### src/rtl/button_gesture.sv
// rtl/button_gesture.sv - classify debounced press/release events into button gestures
//
// Purpose: turns the one-tick btn_dn/btn_up events from the debouncer into
//          short press, long press, double click and auto-repeat pulses.
//          All timing is counted in ms ticks from an internal prescaler.
// Ports:
//   clk           system clock
//   rst_n         synchronous active-low reset
//   btn_dn        one-tick pulse: button became pressed
//   btn_up        one-tick pulse: button became released
//   short_press   one-tick pulse: single short press confirmed
//   long_press    one-tick pulse: hold reached LONG_MS
//   double_click  one-tick pulse: second press inside the DOUBLE_MS window
//   repeat_pulse  one-tick pulse every REPEAT_MS while held after long_press
//                 ("repeat" itself is a SystemVerilog keyword)
//   busy          level: gesture FSM not idle
module button_gesture #(
  parameter int CLK_DIV   = 100000,
  parameter int LONG_MS   = 800,
  parameter int DOUBLE_MS = 250,
  parameter int REPEAT_MS = 100
) (
  input  logic clk,
  input  logic rst_n,
  input  logic btn_dn,
  input  logic btn_up,
  output logic short_press,
  output logic long_press,
  output logic double_click,
  output logic repeat_pulse,
  output logic busy
);

  localparam int PW = (CLK_DIV > 1) ? $clog2(CLK_DIV) : 1;
  localparam logic [PW-1:0] PRESC_LAST  = PW'(CLK_DIV - 1);
  // Thresholds fire on the tick that would take the counter to N, so the
  // decision lands exactly N*CLK_DIV cycles after the triggering event.
  localparam logic [15:0]   LONG_LAST   = 16'(LONG_MS - 1);
  localparam logic [15:0]   DOUBLE_LAST = 16'(DOUBLE_MS - 1);
  localparam logic [15:0]   REPEAT_LAST = 16'(REPEAT_MS - 1);

  typedef enum logic [2:0] {
    IDLE   = 3'd0,
    PRESS1 = 3'd1,
    HELD   = 3'd2,
    WAIT2  = 3'd3,
    PRESS2 = 3'd4
  } state_t;

  state_t         state;
  state_t         state_nxt;
  logic [PW-1:0]  presc;
  logic [15:0]    ms_cnt;
  logic           ms_tick;
  logic           dn;
  logic           up;
  logic           long_hit;
  logic           double_hit;
  logic           repeat_hit;
  logic           restart;
  logic           sp_nxt;
  logic           lp_nxt;
  logic           dc_nxt;
  logic           rp_nxt;

  // Simultaneous press and release cannot come from the debouncer; drop both.
  assign dn = btn_dn & ~btn_up;
  assign up = btn_up & ~btn_dn;

  assign ms_tick    = (presc == PRESC_LAST);
  assign long_hit   = ms_tick && (ms_cnt == LONG_LAST);
  assign double_hit = ms_tick && (ms_cnt == DOUBLE_LAST);
  assign repeat_hit = ms_tick && (ms_cnt == REPEAT_LAST);

  always_comb begin
    state_nxt = state;
    restart   = 1'b0;
    sp_nxt    = 1'b0;
    lp_nxt    = 1'b0;
    dc_nxt    = 1'b0;
    rp_nxt    = 1'b0;
    case (state)
      IDLE: begin
        if (dn) begin
          state_nxt = PRESS1;
          restart   = 1'b1;
        end
      end
      PRESS1: begin
        // Release has priority over the long threshold in the same cycle.
        if (up) begin
          state_nxt = WAIT2;
          restart   = 1'b1;
        end else if (long_hit) begin
          lp_nxt    = 1'b1;
          state_nxt = HELD;
          restart   = 1'b1;
        end
      end
      HELD: begin
        if (up) begin
          state_nxt = IDLE;
          restart   = 1'b1;
        end else if (repeat_hit) begin
          rp_nxt    = 1'b1;
          restart   = 1'b1;
        end
      end
      WAIT2: begin
        // A second press on the timeout cycle still counts as a double click.
        if (dn) begin
          dc_nxt    = 1'b1;
          state_nxt = PRESS2;
          restart   = 1'b1;
        end else if (double_hit) begin
          sp_nxt    = 1'b1;
          state_nxt = IDLE;
          restart   = 1'b1;
        end
      end
      PRESS2: begin
        if (up) begin
          state_nxt = IDLE;
          restart   = 1'b1;
        end
      end
      default: begin
        state_nxt = IDLE;
        restart   = 1'b1;
      end
    endcase
  end

  always_ff @(posedge clk) begin
    if (!rst_n) begin
      state        <= IDLE;
      presc        <= '0;
      ms_cnt       <= '0;
      short_press  <= 1'b0;
      long_press   <= 1'b0;
      double_click <= 1'b0;
      repeat_pulse <= 1'b0;
      busy         <= 1'b0;
    end else begin
      state        <= state_nxt;
      busy         <= (state_nxt != IDLE);
      short_press  <= sp_nxt;
      long_press   <= lp_nxt;
      double_click <= dc_nxt;
      repeat_pulse <= rp_nxt;
      // IDLE and PRESS2 have no timing; holding the timer at zero there
      // means the counter can never wrap.
      if (restart || state == IDLE || state == PRESS2) begin
        presc  <= '0;
        ms_cnt <= '0;
      end else if (ms_tick) begin
        presc  <= '0;
        ms_cnt <= ms_cnt + 16'd1;
      end else begin
        presc  <= presc + PW'(1);
      end
    end
  end

endmodule

### config.mk
export PLATFORM = sky130hd
export DESIGN_NAME = button_gesture
export DESIGN_NICKNAME = d
export VERILOG_FILES = /design/src/rtl/button_gesture.sv
export SDC_FILE = /design/constraint.sdc
export NUM_CORES = 1
export LEC_CHECK = 0
export BUFFER_PORTS_ARGS = -buffer_cell sky130_fd_sc_hd__buf_2
export CORE_MARGIN = 10
export CORE_UTILIZATION = 42
export CTS_BUF_LIST = sky130_fd_sc_hd__clkbuf_16
export DETAILED_ROUTE_END_ITERATION = 6
export GPL_ROUTABILITY_DRIVEN = 0
export GPL_TIMING_DRIVEN = 0
export PLACE_DENSITY_LB_ADDON = 0.2
export SYNTH_ARGS = -nofsm -noshare
export SYNTH_HDL_FRONTEND = slang
export SYNTH_SLANG_ARGS = --single-unit
### constraint.sdc
create_clock -name clk -period 2.2 [get_ports clk]
set_clock_uncertainty 0.2 [all_clocks]
set_input_delay 0.11 -clock clk [delete_from_list [all_inputs] [get_ports clk]]
set_output_delay 0.11 -clock clk [all_outputs]
set_load 0.05 [all_outputs]
Word-level counts from Yosys, hierarchy flattened
Cells that the tools add are included.
Word-level totals
  logic and storage cells: 56
  input bits: 4
  bits in registers: 41
  output and inout bits: 5
Operators by class
  reductions and logical operators: 14
  muxes and demuxes: 16
  eq/ne operators: 8
  $add $sub $neg: 2
  bitwise operators: 8
Operator list (number)
  2-to-1 mux 3 bit: 6
  adder 17 x 1 -> 17 bit, second input constant: 1
  equality test 17 bit, second input constant: 1
  adder 16 x 1 -> 16 bit, second input constant: 1
  equality test 16 x 10 -> 1 bit, second input constant: 1
  equality test 16 x 7 -> 1 bit, second input constant: 1
  equality test 16 x 8 -> 1 bit, second input constant: 1
  case mux 3 bit (4 select lines): 1
  OR reduction 3 bit: 4
  2-to-1 mux 1 bit: 8
  equality test 3 x 2 -> 1 bit, second input constant: 2
  inverter 1 bit: 6
  case mux 1 bit (5 select lines): 1
  OR reduction 2 bit: 2
  equality test 3 x 1 -> 1 bit, second input constant: 1
  equality test 3 bit, second input constant: 1
  logical AND 1 bit: 3
  logical NOT 3 bit: 1
  nonzero test 3 bit: 1
  bitwise AND 1 bit: 2
  logical OR 1 bit: 2
  AND reduction 2 bit: 1

Logic depth before layout (Yosys ltp)
  depth after elaboration: 8
  mapped depth: 8
  depth with buffers taken out: 7

Worst setup path after synthesis
No wires, ideal clock.
  path type: reg2reg
  from: register presc[0]
  to: register ms_cnt[10]
  library setup time: 0.127 ns
  data arrival time: 1.791 ns
  required time: 1.873 ns
  path buffers: 1
  stages on the path, launching flop included: 8
  period minus slack after synthesis: 2.118 ns
  path slack: 0.082 ns
  cells stage by stage: dfxtp_1 -> ha_1 -> nand2_1 -> and2b_1 -> nand4_2 -> nor4_4 -> buf_6 -> nor3_1
On the way
  word-level cells in the longest chain between the ends: 8
  elaborated cells on any way between the ends: 14
  classes of those cells: eq/ne: 1; mux: 7; reduce/logical: 6
RTL lines
  start: declaration: RTL line 52  | logic [PW-1:0] presc;
  start signal: assignment: RTL line 160  | presc <= presc + PW'(1);
  equality test 17 bit *: RTL line 70  | assign ms_tick = (presc == PRESC_LAST);
  logical AND 1 bit (on tied branches): RTL line 72, 71, 73
  2-to-1 mux 1 bit (on tied branches): RTL line 115, 104, 94
  2-to-1 mux 1 bit (on tied branches): RTL line 111, 101, 91
  case mux 1 bit (5 select lines): RTL line 82  | case (state)
  logical OR 1 bit (2 in a row): RTL line 153  | if (restart || state == IDLE || state == PRESS2) begin
  OR reduction 2 bit (no line)
  end signal: assignment: RTL line 158  | ms_cnt <= ms_cnt + 16'd1;
  end: declaration: RTL line 53  | logic [15:0] ms_cnt;
Every way passes the cells marked *; elsewhere a longest branch is shown, timed or not.
A chain may end at the register's enable or synchronous reset.

Worst setup path in the final report
  from: register ms_cnt[13]
  to: register ms_cnt[5]
On the way
  word-level cells in the longest chain between the ends: 8
  elaborated cells on any way between the ends: 16
  classes of those cells: eq/ne: 3; mux: 7; reduce/logical: 6
RTL lines
  equality test 16 x 8 -> 1 bit (tied with other cells): RTL line 72  | assign double_hit = ms_tick && (ms_cnt == DOUBLE_LAST);
  logical AND 1 bit (on tied branches): RTL line 72, 71, 73
  2-to-1 mux 1 bit (on tied branches): RTL line 115, 104, 94
  2-to-1 mux 1 bit (on tied branches): RTL line 111, 101, 91
  case mux 1 bit (5 select lines) *: RTL line 82
  logical OR 1 bit * (2 in a row): RTL line 153
  OR reduction 2 bit (no line) *
Marks and branches as above.

==> run_results.csv <==
group,metric,value,unit
logic_synthesis,ys_seq_area_share,39.6,%
global_routing,grt_antenna_before_repair,0,
place,hpwl,3.21,mm
sta,post-route-period-util,98.2,%
global_routing,grt_pass1_wl,8.07,mm
global_routing,grt_max_degree,14,
sta,tns,0,ps
power_and_ir_drop,leakage,0.842,nW
setup_path,r2r_end,"ms_cnt[5]",
setup_path,rr_startpoint,"ms_cnt[13]",
routing,drc_errors,0,
hold_path,min_to,"state[2]",
logic_synthesis,syn_avg_cell_area,8.54,µm²
hold_path,worstHoldPathType,"input pin to flop",
setup_path,worstSetupPathType,"flop to flop",
hold_path,hold_path_depth,3,
sta,fmax,0.463,GHz
finish,final_cell_mix,"dfxtp_1, nor2_1, nor3_1",
outcome,status,"finished clean",
clocking,cts.sinks,41,
sta,slew_violations,0,
finish,insertedDiodeCount,0,
finish,fin_util,55.1,%
clocking,ctsHtreeMaxLevel,2,
setup_path,critPathLaunchType,"flop",
die,initial_core_util,43.6,%
sta,rsz0062_at_grt,"true",
routing,drt_wl_total,4.75,mm
sta,tightest_slew,446,ps
sta,fin_crit,2160,ps
power_and_ir_drop,ir_drop,0.287,mV
die,io_pins,9,
setup_path,crit_start,"ms_cnt[13]",
routing,drt_iter0_drc,118,
die,core-area,4750,µm²
setup_path,crit_fanout,10,
sta,timing.slew.headroom,70.2,%
logic_synthesis,synth_warnings,0,
setup_path,critPathArrivalTime,2130,ps
sta,holdWs,5.17,ps
finish,fin_nets,275,
clocking,clk_path_buf_depth,2,
finish,area_growth,26.3,%
finish,drive_above_1_share,22.7,%
global_routing,grt-ovfl-total,0,
routing,vias,1825,
setup_path,reg2reg_slack,40,ps
logic_synthesis,syn-cell-area,2070,µm²
die,die_width,90.3,µm
routing,via_per_inst,5.43,
flow_run,cap_violations,0,
setup_path,rr_worst_depth,6,
routing,antenna_left,0,
place,dpl_worst_slack,-398,ps
setup_path,end_kind,"flop",
power_and_ir_drop,p_per_area,625,nW/µm²
clocking,cts_root_buf,"clkbuf_16",
finish,fillCellCount,449,
finish,layout_commonest_cell,"dfxtp_1",
logic_synthesis,synthFlopType,"dfxtp_1",
routing,dr.pass1.iters,6,
setup_path,critical_path_required,2170,ps
clocking,cts_buffers,5,
clocking,clk_latency,290,ps
logic_synthesis,synth_edf_count,0,
logic_synthesis,syn_nets,250,
routing,post_drt_wl_per_cell,14.1,µm
sta,hold_viol,0,
global_routing,grt.total_usage,11.6,%
sta,setup_slack,39.1,ps
global_routing,grt_pass1_vias,1752,
logic_synthesis,synth-seq-cells,41,
logic_synthesis,ys_types,45,
die,die-area,8150,µm²
die,rows,25,
clocking,clk_pin_slew,60,ps
logic_synthesis,async_reset_ff_share,0,%
place,io_buffers,8,
clocking,cts_tree,"built",
sta,setup-violations-final,0,
logic_synthesis,netlist_instances,243,
hold_path,worstHoldStart,"btn_up",
die,fp.dieH,90.3,µm
==> per-stage QoR <==
step                      cells  power [mW]  area, µm²
after floorplan             243       0.801       2070
after global placement      318       0.818       2200
after detailed placement    318       0.818       2200
after CTS                   333        1.65       2470
after global routing        336        1.69       2620
final                       336        1.64       2620
==> logic make-up after synthesis <==
kind of cell    after synthesis  synth area share (%)
fa+ha+maj                     3                  1.81
buf+inv                      11                  2.47
xor+xnor                     26                  11.0
mux                           1                 0.543
flops                        41                  39.6
simple gates                139                  37.0
compound gates               22                  7.66
==> critical path, cell delays in order, from the launching register on <==
cell and delay, ps:
dfxtp_2 340, or4_4 580, nor4_1 250, a22oi_1 190, o21ai_4 220, buf_4 200, nor3_1 70
==> synth_stat cells (3+ instances only) <==
| master | number | share of area (%) |
|---|---|---|
| a211oi_1 | 4 | 1.4 |
| and2_1 | 4 | 1.2 |
| and3_1 | 6 | 1.8 |
| dfxtp_1 | 41 | 40 |
| ha_1 | 3 | 1.8 |
| inv_1 | 6 | 1.1 |
| nand2_1 | 19 | 3.4 |
| nand2b_1 | 3 | 0.90 |
| nand3_1 | 20 | 4.8 |
| nand4_1 | 5 | 1.5 |
| nor2_1 | 28 | 5.1 |
| nor2b_1 | 3 | 0.90 |
| nor3_1 | 23 | 5.5 |
| nor4_1 | 6 | 1.8 |
| o21ai_0 | 7 | 1.7 |
| or3_1 | 5 | 1.5 |
| xnor2_1 | 15 | 6.3 |
| xor2_1 | 11 | 4.6 |
==> flip-flops by register name, summed over array words and instances, names as in the netlist <==
signal	count
busy	1
repeat_pulse	1
short_press	1
double_click	1
state	3
ms_cnt	16
long_press	1
presc	17
==> report_power, final <==
group	total [mW]	switching (mW)	internal [mW]
combinational	0.0641	0.0391	0.0250
clock	0.823	0.292	0.531
sequential	0.751	0.00467	0.747
==> how the worst max path moves through the flow <==
stage                  to  cells past startpoint  slack, ps
2_1_floorplan  ms_cnt[10]                      7         80
3_3_place_gp   ms_cnt[10]                      7       -380
3_5_place_dp   ms_cnt[10]                      7       -400
4_1_cts          state[1]                      6          1
5_1_grt        ms_cnt[15]                      8        -20
6_report        ms_cnt[5]                      6         40
==> per-layer routing <==
metal	share of wire, %	up-vias	GRT usage [%]
met5	0	-	0
met4	1.3	0	5.84
met3	4.8	7	3.41
met2	44	40	17.7
met1	50	852	14.5
li1	-	926	-
==> layout make-up <==
class	count	area [µm²]	share of cell area, %
Inverter	6	22.5	0.860
Multi-Input combinational cell	191	1340	51.1
Sequential cell	41	830	31.7
Clock inverter	3	41.3	1.58
Tap cell	67	83.8	3.20
Clock buffer	5	125	4.78
Timing Repair Buffer	18	144	5.49
Buffer	5	36.3	1.38
==> timing repair <==
| item | CTS | global route |
|---|---|---|
| setup endpoints to repair | 29 | 29 |
| pin swaps | 2 | 4 |
| setup buffers | 4 | 2 |
| hold buffers | 3 | 0 |
| gates resized for setup | 10 | 25 |
| cloned | 0 | 1 |
| endpoints found under the hold margin | 8 | 0 |
No activity file was read; power rests on OpenSTA's default activity.
